===== src/rtl/freq_input_conditioner.sv =====
// Per-channel pin conditioner: 2-flop synchroniser, glitch filter, rising-edge pulse, activity flag.
// Optional activity monitor is compiled in with `define FREQ_INPUT_ACTIVITY_EN.
module freq_input_conditioner #(
    parameter int INPUTS_COUNT     = 24,
    parameter int FILTER_LEN       = 4,
    parameter int ACTIVITY_TIMEOUT = 65536
) (
    input  logic                    clk_i,
    input  logic                    rst_i,
    input  logic [INPUTS_COUNT-1:0] F_raw,
    input  logic                    filter_bypass_i,
    output logic [INPUTS_COUNT-1:0] F_in,
    output logic [INPUTS_COUNT-1:0] F_rise,
    output logic [INPUTS_COUNT-1:0] active_o
);

    localparam int                CNT_W   = (FILTER_LEN > 1) ? $clog2(FILTER_LEN) : 1;
    localparam logic [CNT_W-1:0]  CNT_MAX = CNT_W'(FILTER_LEN - 1);

    logic [INPUTS_COUNT-1:0]            s1_q, s1_d;
    logic [INPUTS_COUNT-1:0]            s2_q, s2_d;
    logic [INPUTS_COUNT-1:0]            f_in_q, f_in_d;
    logic [INPUTS_COUNT-1:0]            f_rise_q, f_rise_d;
    logic [INPUTS_COUNT-1:0][CNT_W-1:0] cnt_q, cnt_d;
    logic [INPUTS_COUNT-1:0]            rise_d;

    // NOTE: every always_comb output gets a default first, so no path can infer a latch.
    always_comb begin
        s1_d   = F_raw;
        s2_d   = s1_q;
        f_in_d = f_in_q;
        cnt_d  = cnt_q;
        for (int i = 0; i < INPUTS_COUNT; i++) begin
            if (filter_bypass_i) begin
                f_in_d[i] = s2_q[i];
                cnt_d[i]  = '0;
            end else if (s2_q[i] == f_in_q[i]) begin
                cnt_d[i] = '0;
            end else if (cnt_q[i] == CNT_MAX) begin
                f_in_d[i] = s2_q[i];
                cnt_d[i]  = '0;
            end else begin
                cnt_d[i] = cnt_q[i] + CNT_W'(1);
            end
        end
        rise_d   = f_in_d & ~f_in_q;
        f_rise_d = rise_d;
    end

    // NOTE: sequential state uses non-blocking assignments only, so every flop samples pre-edge values.
    always_ff @(posedge clk_i or posedge rst_i) begin
        if (rst_i) begin
            s1_q     <= '0;
            s2_q     <= '0;
            f_in_q   <= '0;
            f_rise_q <= '0;
            cnt_q    <= '0;
        end else begin
            s1_q     <= s1_d;
            s2_q     <= s2_d;
            f_in_q   <= f_in_d;
            f_rise_q <= f_rise_d;
            cnt_q    <= cnt_d;
        end
    end

    assign F_in   = f_in_q;
    assign F_rise = f_rise_q;

`ifdef FREQ_INPUT_ACTIVITY_EN
    localparam logic [19:0] ACT_MAX = 20'(ACTIVITY_TIMEOUT - 1);

    logic [INPUTS_COUNT-1:0][19:0] act_q, act_d;
    logic [INPUTS_COUNT-1:0]       active_q, active_d;

    // A rise in the timeout cycle takes priority, keeping the channel active.
    always_comb begin
        act_d    = act_q;
        active_d = active_q;
        for (int i = 0; i < INPUTS_COUNT; i++) begin
            if (rise_d[i]) begin
                act_d[i]    = '0;
                active_d[i] = 1'b1;
            end else if (act_q[i] == ACT_MAX) begin
                active_d[i] = 1'b0;
            end else begin
                act_d[i] = act_q[i] + 20'd1;
            end
        end
    end

    // Counters reset saturated so every channel starts out inactive.
    always_ff @(posedge clk_i or posedge rst_i) begin
        if (rst_i) begin
            for (int i = 0; i < INPUTS_COUNT; i++) begin
                act_q[i] <= ACT_MAX;
            end
            active_q <= '0;
        end else begin
            act_q    <= act_d;
            active_q <= active_d;
        end
    end

    assign active_o = active_q;
`else
    assign active_o = '1;
`endif

endmodule


===== config.mk =====
export PLATFORM = sky130hd
export DESIGN_NAME = freq_input_conditioner
export DESIGN_NICKNAME = d
export VERILOG_FILES = /design/src/rtl/freq_input_conditioner.sv
export SDC_FILE = /design/constraint.sdc
export NUM_CORES = 1
export LEC_CHECK = 0
export ABC_CLOCK_PERIOD_IN_PS = 4600
export BUFFER_PORTS_ARGS = -buffer_cell sky130_fd_sc_hd__buf_2
export CORE_ASPECT_RATIO = 0.5
export CORE_MARGIN = 2
export CORE_UTILIZATION = 45
export DETAILED_ROUTE_END_ITERATION = 10
export PLACE_DENSITY = 0.68
export SYNTH_ARGS = -nofsm -noshare
export SYNTH_HDL_FRONTEND = slang
export SYNTH_SLANG_ARGS = --single-unit

===== constraint.sdc =====
create_clock -name clk_i -period 4.6 [get_ports clk_i]
set_input_delay 0.69 -clock clk_i [delete_from_list [all_inputs] [get_ports clk_i]]
set_output_delay 0.69 -clock clk_i [all_outputs]
set_load 0.03 [all_outputs]

After elaboration in Yosys (flattened, before gate mapping):

Index checks and enable logic that the tools add are counted.

* flip-flop bits (word level): 144
* input port bits: 27

* add/subtract/negate cells: 24
* eq/ne operators: 48
* multiplexer cells: 144
* bitwise gates (word level): 2

Operator list (number)
* $mux W2: 72
* $mux W1: 72
* $add A2 B1 Y2 const B: 24
* $eq A2 B2 Y1 const B: 24
* $and A24 B24 Y24: 1
* $eq A1 B1 Y1: 24
* $not A24 Y24: 1

Depth between registers and ports, before layout:

* word-level depth: 5
* mapped depth: 4

Worst setup path before layout:

No wires, ideal clock.

* kind: in2reg
* start point: in filter_bypass_i
* end point: reg f_in_q[13], in the netlist F_in[13]
* data arrival time: 1397 ps
* setup slack: 3078 ps
* stages on the path: 4
* path through: buf_6 -> buf_6 -> nor2_1 -> mux2_2

* word-level cells in the longest chain between the ends: 1

Ends and longest elaborated chain
* start, declared: RTL line 11 `input logic filter_bypass_i,`
* $mux W1: RTL line 34 `if (filter_bypass_i) begin`
* named net f_in_d[13]: RTL line 22 `logic [INPUTS_COUNT-1:0] f_in_q, f_in_d;`
* end signal, assigned: RTL line 61 `f_in_q <= f_in_d;`
* end, declared: RTL line 22

The timed path passes the listed nets, and every way through them passes these cells.

Worst setup path in the final report:

* start point: reg f_in_q[21], in the netlist F_in[21]
* end point: out F_in[21]

RTL lines
* end, declared: RTL line 12 `output logic [INPUTS_COUNT-1:0] F_in,`

No word-level cell between the ends.

==> key figures <==
Timing
  • Worst setup margin: ~2.9 ns
  • Final TNS setup: 0 ns
  • Slew at the pin closest to its max-slew limit: roughly 1 ns
  • Fin crit period: 1.72 ns
  • Max-slew violations: 0
  • Slew headroom: a little under a third
  • Clk_skew: ~0.010 ns
  • Final hold vios: 0
  • # setup viols final: 0
  • Final worst path period share: a little under two fifths
  • RSZ-0062 raised after global routing: no
  • Fmax: just under 0.6 GHz

Run
  • # Max-Cap Violations: 0

Layout
  • Nets: slightly below 500
  • Filler instances: 968
  • Share of cells above drive strength 1: approximately 33%
  • Ant. Diodes: 0
  • Most frequent cells in the layout: 144 x dfrtp_1, 73 x buf_2, 48 x nor3b_1
  • Final design utilization: about 55%
  • Area growth, synth to finish: 18.7%
  • Final std cell area, no fill: roughly 6500 um2
  • Most common cell after layout, fill and taps aside: dfrtp_1

Die
  • Die area: 13200 um2
  • Die width: 160 um
  • Die height: approximately 82 um
  • FP Rows: 28
  • Effective utilization at floorplan: between 40 and 50%
  • Boundary pin count: 99
  • Core box area: around 12000 um2

Setup path
  • Cells along the critical path: buf_2
  • Crit-path max FO: 4
  • Instance count on the critical path: 1
  • CP bufs+invs: 1
  • Type of the worst setup path: flop to primary output
  • WP data required: between 3 and 4 ns
  • Arrival @ worst endpoint: around 1.0 ns
  • Crit path launch type: flop
  • Depth of the worst register-to-register path: 3
  • CP max-delay cell: dfrtp_1
  • Crit path largest cell delay: slightly above 0.4 ns
  • CP top delay family: flip-flops
  • CP endpoint kind: primary output

Drt
  • DR vias/cell: 4.62
  • Detail Route Antenna Nets: 0
  • DRC Markers: 0
  • DR iter-0 viols: between 100 and 150
  • Avg WL per Cell: 12.1 um
  • TritonRoute pass-1 iters: 4
  • Detailed-route via count: roughly 2.8k
  • Final wirelength: 7.36 mm

Clock network
  • Hold bufs inserted after CTS: 0
  • CTS clk-pin slew, worst paths: about 0.060 ns
  • CTS root buffer: clkbuf_16
  • Deepest clock path buffer count: 2
  • CTS tree: done
  • # resized after CTS: 0
  • Clk_lat worst skew: roughly 0.4 ns
  • CTS buffer count: 17
  • CTS Sinks: about 140
  • Setup Fix Bufs, Post-CTS: 0
  • H-tree depth: 4

Yosys
  • Post-synthesis sequential area ratio: 65.5%
  • Mean Syn Cell Area: roughly 16 um2
  • Ys Warns: 0
  • Area contributors post-synth: dfrtp_1 66%, nor3b_1 6.6%, nor4_4 6.2%, ha_1 5.5%, mux2_2 4.9%
  • Yosys top cell by area: dfrtp_1
  • Register bit total from synthesis: around 140
  • Synth Cell Area: approximately 5500 um2
  • Post-Synthesis Cells: 346
  • Yosys cell types: 14
  • Area fraction of the dominant cell type after synthesis: around two thirds

Power
  • Max IR drop VDD: 0.000230 V
  • Leak: between 3 and 4 nW
  • PwrDens: 486 nW/um2

Place
  • Pre-CTS setup slack: between 2 and 2.5 ns
  • PortBufs: between 70 and 80
  • DP HPWL: about 4.6 mm
  • Placed Area: a little under 6000 um2
  • Routability cong.: about 0.66

Global routing
  • First-pass GRT wire length: ~13 mm
  • Initial antenna violation count: 0
  • GRT overflow: 0
  • Vias in the first global route: roughly 2.8k
  • Aggregate global-route resource usage: approximately 13%
  • Largest net degree at the start of global routing: 120

Worst hold path
  • Hold Crit Class: flop to flop
  • Hold-critical path depth: 0

Outcome
  • Status: finished clean
## state kept, by name, summed over array words and instances (netlist names)
| signal | count |
|---|---|
| F_in | 24 |
| s2_q | 24 |
| F_rise | 24 |
| cnt_q | 48 |
| s1_q | 24 |
## worst register-to-register path, cell delays in order, from the launching register on
cell and delay, ns:
dfrtp_1 0.41, ha_1 0.25, nor2_1 0.19, mux2_2 0.37
## routing by layer
| metal | routed length [um] | global-route usage, % | vias to the layer above |
|---|---|---|---|
| met4 | 60 | 5.68 | 0 |
| met2 | 3520 | 20.6 | 58 |
| met3 | 399 | 5.09 | 4 |
| met5 | 0 | 0 | - |
| li1 | - | - | 1317 |
| met1 | 3380 | 14.9 | 1428 |
## report_power, final
part	internal (mW)	switching, mW	total (mW)
Combinational	0.129	0.217	0.346
Sequential	1.36	0.0664	1.43
Clock	0.905	0.489	1.39
Total	2.40	0.772	3.17
## logic make-up (layout without fill, tap and decap cells)
| group | Yosys count | in the layout | synth area share, % |
|---|---|---|---|
| xor gates and xnor gates | 24 | 24 | 3.82 |
| adders and majority gates | 24 | 24 | 5.46 |
| buffers and inverters | 33 | 107 | 4.91 |
| DFF | 144 | 144 | 65.5 |
| muxes | 24 | 24 | 4.91 |
| other | 1 | 24 | 0.0682 |
| and+or+nand+nor | 96 | 96 | 15.3 |
## area by class of cell
class                      instances  area [um2]  area share [%]
multi-input combinational        192        1710            26.2
tap                              165         206            3.16
timing repair buffer              75         380            5.83
inverter                           1        8.76           0.134
clock buffer                      21         480            7.36
clock inverter                    10         134            2.05
sequential                       144        3600            55.2
## final timing paths
path	start	end	slack, ns
worst max-delay path	F_in[21]	F_in[21]	2.88
worst min-delay path	s1_q[11]	s2_q[11]	0.34
worst max register to register	cnt_q[42]	F_in[21]	3.26
worst min register to register	s1_q[11]	s2_q[11]	0.34
max in group asynchronous	rst_i	cnt_q[36]	3.13
min in group asynchronous	rst_i	F_in[15]	0.53
## per-stage QoR
step	std cells	total power [mW]	hold slack, ns
finish	608	3.17	0.344
global route	608	3.32	0.344
CTS	608	3.22	0.342
detailed placement	577	1.80	0.335
global placement	577	1.79	0.332
floorplan	369	1.74	0.331
## cells in the mapped netlist
cell and number:
dfrtp_1 144, nor3b_1 48, buf_4 24, ha_1 24
mux2_2 24, nor2_1 24, xnor2_1 24, nor4_4 16
nor4_1 8, buf_6 5, buf_2 2, buf_12 1
conb_1 1, inv_1 1
Note: power is estimated with default switching activity, not from simulation.
